## config.mk

```make
export PLATFORM = sky130hd
export DESIGN_NAME = masked_cam
export DESIGN_NICKNAME = d
export VERILOG_FILES = /design/src/rtl/masked_cam.sv
export SDC_FILE = /design/constraint.sdc
export NUM_CORES = 2
export LEC_CHECK = 0
export BUFFER_PORTS_ARGS = -buffer_cell sky130_fd_sc_hd__buf_2
export CAP_MARGIN = 5
export CORE_ASPECT_RATIO = 1.5
export CORE_UTILIZATION = 40
export CTS_CLUSTER_SIZE = 8
export DETAILED_ROUTE_END_ITERATION = 10
export HOLD_SLACK_MARGIN = 0.02
export PLACE_DENSITY_LB_ADDON = 0.2
export SLEW_MARGIN = 15
export SYNTH_ARGS = -nofsm -noshare
export SYNTH_HDL_FRONTEND = slang
export SYNTH_SLANG_ARGS = --single-unit
```

## constraint.sdc

```tcl
create_clock -name clk -period 6.25 [get_ports clk]
set_input_delay 1.25 -clock clk [delete_from_list [all_inputs] [get_ports clk]]
set_output_delay 1.25 -clock clk [all_outputs]
set_load 0.02 [all_outputs]
```

## src/rtl/masked_cam.sv

```systemverilog
// Masked (ternary-key) CAM with per-entry valid bits and a two-stage search pipeline.
// The search reports the lowest matching index, a multi-hit flag and a match count.
module masked_cam #(
  parameter int INDEX_WIDTH = 5,
  parameter int DEPTH       = 32,
  parameter int DATA_WIDTH  = 32
) (
  input  logic                   clk,
  input  logic                   rst,
  input  logic                   write,
  input  logic [INDEX_WIDTH-1:0] write_index,
  input  logic [DATA_WIDTH-1:0]  write_data,
  input  logic                   invalidate,
  input  logic [INDEX_WIDTH-1:0] invalidate_index,
  input  logic                   flush,
  input  logic                   read,
  input  logic [INDEX_WIDTH-1:0] read_index,
  output logic [DATA_WIDTH-1:0]  read_value,
  output logic                   read_valid,
  input  logic                   search,
  input  logic [DATA_WIDTH-1:0]  search_data,
  input  logic [DATA_WIDTH-1:0]  search_mask,
  output logic                   search_valid,
  output logic                   search_hit,
  output logic [INDEX_WIDTH-1:0] search_index,
  output logic                   search_multi,
  output logic [INDEX_WIDTH:0]   search_count,
  output logic [INDEX_WIDTH:0]   entry_count,
  output logic                   full
);

  localparam logic [INDEX_WIDTH:0] DEPTH_L = (INDEX_WIDTH + 1)'(DEPTH);

  logic [DATA_WIDTH-1:0]  mem [DEPTH];
  logic [DEPTH-1:0]       valid;
  logic [DEPTH-1:0]       valid_nxt;
  logic [INDEX_WIDTH:0]   count_nxt;

  logic                   write_ok;
  logic                   inv_ok;
  logic                   read_ok;

  logic [DEPTH-1:0]       match_vec;
  logic [DEPTH-1:0]       s1_match;
  logic                   s1_valid;

  logic                   enc_hit;
  logic [INDEX_WIDTH-1:0] enc_index;
  logic [INDEX_WIDTH:0]   enc_count;

  assign write_ok = write      && ({1'b0, write_index}      < DEPTH_L);
  assign inv_ok   = invalidate && ({1'b0, invalidate_index} < DEPTH_L);
  assign read_ok  = read       && ({1'b0, read_index}       < DEPTH_L);

  // Flush wins over everything; invalidate wins over a same-index write.
  always_comb begin
    valid_nxt = valid;
    if (write_ok) valid_nxt[write_index] = 1'b1;
    if (inv_ok)   valid_nxt[invalidate_index] = 1'b0;
    if (flush)    valid_nxt = '0;
  end

  always_comb begin
    count_nxt = '0;
    for (int i = 0; i < DEPTH; i++) begin
      count_nxt = count_nxt + {{INDEX_WIDTH{1'b0}}, valid_nxt[i]};
    end
  end

  always_ff @(posedge clk or negedge rst) begin
    if (!rst) begin
      valid       <= '0;
      entry_count <= '0;
      full        <= 1'b0;
    end else begin
      valid       <= valid_nxt;
      entry_count <= count_nxt;
      full        <= (count_nxt == DEPTH_L);
    end
  end

  always_ff @(posedge clk or negedge rst) begin
    if (!rst) begin
      for (int i = 0; i < DEPTH; i++) begin
        mem[i] <= '0;
      end
    end else if (write_ok) begin
      mem[write_index] <= write_data;
    end
  end

  // Read samples the pre-edge array, giving read-before-write on a shared index.
  always_ff @(posedge clk or negedge rst) begin
    if (!rst) begin
      read_value <= '0;
      read_valid <= 1'b0;
    end else begin
      read_valid <= read_ok && valid[read_index];
      if (read) begin
        read_value <= read_ok ? mem[read_index] : '0;
      end
    end
  end

  always_comb begin
    match_vec = '0;
    for (int i = 0; i < DEPTH; i++) begin
      match_vec[i] = valid[i] && (((mem[i] ^ search_data) & search_mask) == '0);
    end
  end

  always_ff @(posedge clk or negedge rst) begin
    if (!rst) begin
      s1_valid <= 1'b0;
      s1_match <= '0;
    end else begin
      s1_valid <= search;
      s1_match <= match_vec;
    end
  end

  // Walk downward so the lowest matching index is the one left standing.
  always_comb begin
    enc_hit   = |s1_match;
    enc_index = '1;
    enc_count = '0;
    for (int i = DEPTH - 1; i >= 0; i--) begin
      if (s1_match[i]) enc_index = INDEX_WIDTH'(i);
    end
    for (int i = 0; i < DEPTH; i++) begin
      enc_count = enc_count + {{INDEX_WIDTH{1'b0}}, s1_match[i]};
    end
  end

  always_ff @(posedge clk or negedge rst) begin
    if (!rst) begin
      search_valid <= 1'b0;
      search_hit   <= 1'b0;
      search_index <= '1;
      search_multi <= 1'b0;
      search_count <= '0;
    end else begin
      search_valid <= s1_valid;
      if (s1_valid) begin
        search_hit   <= enc_hit;
        search_index <= enc_index;
        search_multi <= (enc_count > (INDEX_WIDTH + 1)'(1));
        search_count <= enc_count;
      end
    end
  end

endmodule

```

* Yosys cells after proc, flatten, opt, wreduce, memory -nomap -nowiden
Index checks and enable logic that the tools add are counted.
** Storage, ports and cells
- Word-level logic and storage cells :: 300
- Bits in registers :: 1143
- Input port bits :: 118
- Output and inout bits :: 54
** Cells by class
- Reduce and logical (&&, ||, !) cells :: 69
- Equal/unequal tests :: 1
- Muxes and demuxes :: 46
- Order comparisons :: 9
- Add/subtract/negate cells :: 62
- Bitwise logic cells :: 69
** Operators by type and width (number)
- AND 32 bit :: 33
- bitwise mux 1024 bit :: 1
- zero test 32 bit :: 32
- bitwise XOR 32 bit :: 32
- adder 6 x 1 -> 6 bit :: 52
- two-way mux 32 bit :: 6
- binary-select mux 32 bit (select 5 bit) :: 1
- demux 32 bit (select 5 bit) :: 1
- two-way mux 5 bit :: 26
- logical AND 1 bit :: 36
- NOT 32 bit :: 1
- OR 32 bit :: 1
- OR reduction 32 bit :: 1
- less-than comparator 5 x 6 -> 1 bit (second input constant) :: 3
- adder 5 x 1 -> 6 bit :: 2
- >= comparator 6 bit (second input constant) :: 2
- NOT 5 -> 6 bit :: 2
- adder 4 x 1 -> 5 bit :: 2
- demux 1 bit (select 5 bit) :: 2
- >= comparator 5 x 1 -> 1 bit (second input constant) :: 2
- adder 3 x 1 -> 4 bit :: 2
- adder 2 x 1 -> 3 bit :: 2
- == test 6 bit (second input constant) :: 1
- greater-than comparator 6 x 1 -> 1 bit (second input constant) :: 1
- 6 further kinds :: 12

* Depth between registers and ports, before layout
- Depth in word-level cells :: 41
- Depth in mapped cells :: 23

* Least setup slack after synthesis
Ideal clock, no wire load.
- Path type :: in2reg
- Start point :: input write_index[3]
- End point :: register entry_count[4]
- Stages :: 18
- Path slack :: -0.357 ns
- Arrival :: 6.527 ns
- Data required time :: 6.170 ns
- Cells stage by stage :: buf_2 or3b_1 clkbuf_1 nor2_2 buf_2 o21ai_0 fa_1 fa_1 fa_1 fa_1 fa_1 fa_1 inv_1 ha_1 fa_1 a21o_1 a21oi_1 xnor2_1
** Between the ends
- Longest elaborated chain between the ends :: 40
- Elaborated cells between the ends (all ways) :: 41
- Those cells by class :: 31 x add/sub; 2 x order compare; 5 x mux; 2 x bitwise; 1 x reduce/logical
** Ends and longest elaborated chain
- start: declaration :: RTL line 11 : input logic [INDEX_WIDTH-1:0] write_index,
- less-than comparator 5 x 6 -> 1 bit (implied by the code) or >= comparator 5 x 1 -> 1 bit (tied branches) :: RTL line 58 : if (write_ok) valid_nxt[write_index] = 1'b1;
- logical AND 1 bit (implied by the code) :: RTL line 58
- two-way mux 1 bit (implied by the code) :: RTL line 58
- demux 1 bit (select 5 bit) * :: RTL line 58
- OR 32 bit (no source line) *
- two-way mux 32 bit * :: RTL line 58
- AND 32 bit (no source line)
- two-way mux 32 bit * :: RTL line 59 : if (inv_ok) valid_nxt[invalidate_index] = 1'b0;
- two-way mux 32 bit * :: RTL line 60 : if (flush) valid_nxt = '0;
- adder 1 x 1 -> 2 bit :: RTL line 66 : count_nxt = count_nxt + {{INDEX_WIDTH{1'b0}}, valid_nxt[i]};
- adder 2 x 1 -> 3 bit :: RTL line 66
- adder 3 x 1 -> 4 bit :: RTL line 66
- adder 4 x 1 -> 5 bit :: RTL line 66
- adder 5 x 1 -> 6 bit :: RTL line 66
- adder 6 x 1 -> 6 bit (25 in a row) :: RTL line 66
- adder 6 x 1 -> 6 bit * :: RTL line 66
- net count_nxt[4] :: RTL line 37 : logic [INDEX_WIDTH:0] count_nxt;
- end signal: assignment :: RTL line 77 : entry_count <= count_nxt;
- end: declaration :: RTL line 28 : output logic [INDEX_WIDTH:0] entry_count,
The timed path passes the listed nets; every way through them passes the cells marked *.
A chain may end at the register's enable or synchronous reset.

* Final worst setup path
- Start point :: input write_index[1]
- End point :: register entry_count[4]
** Between the ends
- Longest elaborated chain between the ends :: 40
- Elaborated cells between the ends (all ways) :: 41
- Those cells by class :: 31 x add/sub; 2 x order compare; 5 x mux; 2 x bitwise; 1 x reduce/logical
** Ends and longest elaborated chain
- less-than comparator 5 x 6 -> 1 bit (implied by the code) or >= comparator 5 x 1 -> 1 bit (tied branches) :: RTL line 58
- logical AND 1 bit (implied by the code) :: RTL line 58
- two-way mux 1 bit (implied by the code) :: RTL line 58
- demux 1 bit (select 5 bit) * :: RTL line 58
- OR 32 bit (no source line) *
- two-way mux 32 bit * :: RTL line 58
- AND 32 bit (no source line)
- two-way mux 32 bit * :: RTL line 59
- two-way mux 32 bit * :: RTL line 60
- net valid_nxt[1] :: RTL line 36 : logic [DEPTH-1:0] valid_nxt;
- adder 1 x 1 -> 2 bit * :: RTL line 66
- adder 2 x 1 -> 3 bit * :: RTL line 66
- adder 3 x 1 -> 4 bit * :: RTL line 66
- adder 4 x 1 -> 5 bit * :: RTL line 66
- adder 5 x 1 -> 6 bit * :: RTL line 66
- adder 6 x 1 -> 6 bit * (26 in a row) :: RTL line 66
- net count_nxt[4] :: RTL line 37
Marks and branches as above.

==> impl_results.md <==
* Status: finished, final reports clean
* DRC Markers at 0
* CTS sink count at ~1,100
* Final GP Congestion at 1.10
* Initial core utilization at 40.2%
* Worst skew pair latency at a little under 0.9 ns
* Final Hold Fails at 0
* Cts hold-fix bufs at 0
* Syn nets at about 5,800
* Detailed Routing Iterations Pass 1 at 9
* TritonCTS clock tree: yes
* Seq/Total Area, Yosys at 42.5%
* Die height at 505 µm
* Setup Slack @ Placement at -0.583 ns
* Slew HR at under 10%
* RSZ-0062 raised after global routing: no
* Final Cell Area at ~76,000 µm²
* Final Cycle Share at between 90% and 100%
* Nets at 5,828
* Initial detailed-routing violation count at about 6,800
* FMAX at 168 MHz
* Most common cell after layout, fill and taps aside: dfrtp_1
* Setup Buffers After CTS at 0
* Req. time, crit path at approximately 7.0 ns
* Worst clock skew at approximately 0.036 ns
* Commonest non-fill, non-tap cells in the layout: dfrtp_1, xor2_1, mux2_2, a22oi_1, buf_4
* Crit path capture type: flop
* Crit path max fanout at 2
* Drt via density at between 6 and 7
* Setup Total Neg Slack at 0 ns
* Share of layout cells above drive strength 1 at between 30% and 40%
* Post-Layout Cell Count at roughly 7,900
* Filler cells at approximately 16,000
* Power per cell area at between 300 and 400 nW/µm²
* Synth warn at 0
* Placed inst area at a little over 70,000 µm²
* Worst Setup Path Type: input pin to flop
* Die Area at between 150,000 and 200,000 µm²
* Hold slack final at about 0.35 ns
* Area growth from synthesis to final layout at 12.6%
* WL/cell at approximately 45 µm
* Num CTS Buffers at 161
* DP HPWL at between 200,000 and 250,000 µm
* Worst Setup Start Kind: input pin
* CTS max path bufs at 3
* Max-cap violations at 0
* Netlist cell types at 67
* Max IR drop VDD at approximately 0.00032 V
* Synth top area cells: dfrtp_1, mux2_2, xor2_1, mux4_2, a22oi_1
* Largest net degree at the start of global routing at 157
* Via Count at between 50,000 and 60,000
* Top cell type's share of synthesized area at a little over two fifths
* Vias in the first global route at 52,300
* Final core occ at 45.3%
* Primary FF master, synth: dfrtp_1
* Area leader, netlist: dfrtp_1
* Post-synth EDFFs at 0
* Routed wire length at approximately 360,000 µm
* Core footprint at between 150,000 and 200,000 µm²
* Arrival time at the worst endpoint at ~6.7 ns
* Rows at 184
* Post-synth ARST share at 100%
* Syn Inst Count at approximately 5,600
* Final worst setup slack at between 0.2 and 0.3 ns
* CTS clock-pin slew for the worst setup and hold paths at roughly 0.060 ns
* ANT nets after route at 0
* Period minus WS final at approximately 6.0 ns
* Leakage at around 35 nW
* Seq cells post-synth at around 1,100
* Total chip power at around 26 mW
* Initial antenna violation count at just under 60
* Hold/Removal Path Class: input pin to async pin
* Clk Tree Root Cell: clkbuf_16
* Post-placement cell count at 7,709
* Total I/O pin count at 172
* Post_cts resized at 0
* First-pass GRT wire length at 479,000 µm
* Die W at ~340 µm
* Mean Syn Cell Area at between 10 and 15 µm²
* Worst slew pin tran at 1.45 ns
* Final setup violation count at 0
* Total congestion overflow at 0
* PortBufs at between 150 and 200
* Htree depth at 4
* Max-slew violation count at 0
* GRT Util Overall at a little over two fifths
* Cell area after synthesis at roughly 67,000 µm²
## final cells by class
cell class,count,area [µm²],area share (%)
diodes,24,60.1,0.0792
clock buffers,179,4160,5.49
clock inverters,14,245,0.324
inverters,138,518,0.683
multi-input cells,3760,36300,47.8
flip-flops and latches,1143,28600,37.7
well taps,2232,2790,3.68
repair buffers,443,3160,4.17
## cell usage after synthesis, types with 10 or more instances
master    count
o21ai_0      24
mux2_4       29
mux4_2      137
buf_1        39
a22oi_1     261
a21oi_1      74
nand3_1      58
o22ai_1     100
inv_1       138
nand4_1      98
o32ai_1      32
nor2_2       10
a222oi_1     32
xor2_1     1025
buf_4        28
a221oi_1    146
fa_1         48
dfrtp_1    1138
mux2_2     1004
ha_1         15
mux2_1       27
nand2_1     144
mux2i_1     164
nor4_1       33
a22o_1      110
a211oi_1     36
nor2b_1      37
buf_2       191
nor2_1       37
nor3_1       13
clkbuf_1    286
## sequential cells by signal (all words and copies together), names as in the netlist
name,flops
s1_valid,1
search_index,5
search_hit,1
valid,32
search_count,6
search_valid,1
mem,1024
read_value,32
entry_count,6
s1_match,32
full,1
search_multi,1
read_valid,1
## cell families (layout without fill, tap and decap cells)
logic type,after synthesis,in the layout,share of synthesized area (%)
AOI/OAI and AO/OA,839,839,9.49
xor gates and xnor gates,1030,1030,13.4
adders and majority gates,63,63,1.71
buffers and inverters,686,774,4.37
DFF,1143,1143,42.5
muxes,1361,1361,24.9
other,0,24,0
and+or+nand+nor,467,467,3.65
## power breakdown
group / total, mW / switching, mW / internal [mW]
clock network: 8.26 / 3.58 / 4.67
registers: 10.2 / 1.44 / 8.75
logic: 7.10 / 4.32 / 2.78
total: 25.6 / 9.34 / 16.2
## worst paths after layout
path	cells past startpoint	slack, ns	start	to
worst max-delay path	18	0.29	write_index[1]	entry_count[4]
worst min-delay path	1	0.35	rst	mem[29]
worst max register to register	16	0.94	valid[27]	entry_count[4]
worst min register to register	2	0.47	search_index[4]	search_index[4]
max in group asynchronous	2	4.14	rst	mem[433]
min in group clk	2	0.47	search_index[4]	search_index[4]
## routing by layer
metal / wire (µm) / GRT usage [%] / share of wire, % / vias up
met5: 213 / 0.288 / 0.060 / -
met4: 44100 / 41.9 / 12 / 26
met3: 32100 / 11.7 / 9.0 / 1221
li1: - / - / - / 20400
met2: 159000 / 63.0 / 45 / 3465
met1: 121000 / 47.1 / 34 / 27500
## critical path, stage by stage
cell and delay, ns:
buf_2 0.15, nand3b_1 0.22, or4_4 0.51, a221oi_4 0.35, fa_1 0.46, inv_1 0.16
fa_1 0.45, fa_1 0.46, fa_1 0.51, fa_1 0.42, fa_1 0.50, inv_1 0.05
ha_2 0.19, fa_2 0.40, buf_4 0.14, a21o_1 0.18, a21oi_2 0.17, xnor2_1 0.14
No activity file was read; power rests on OpenSTA's default activity.
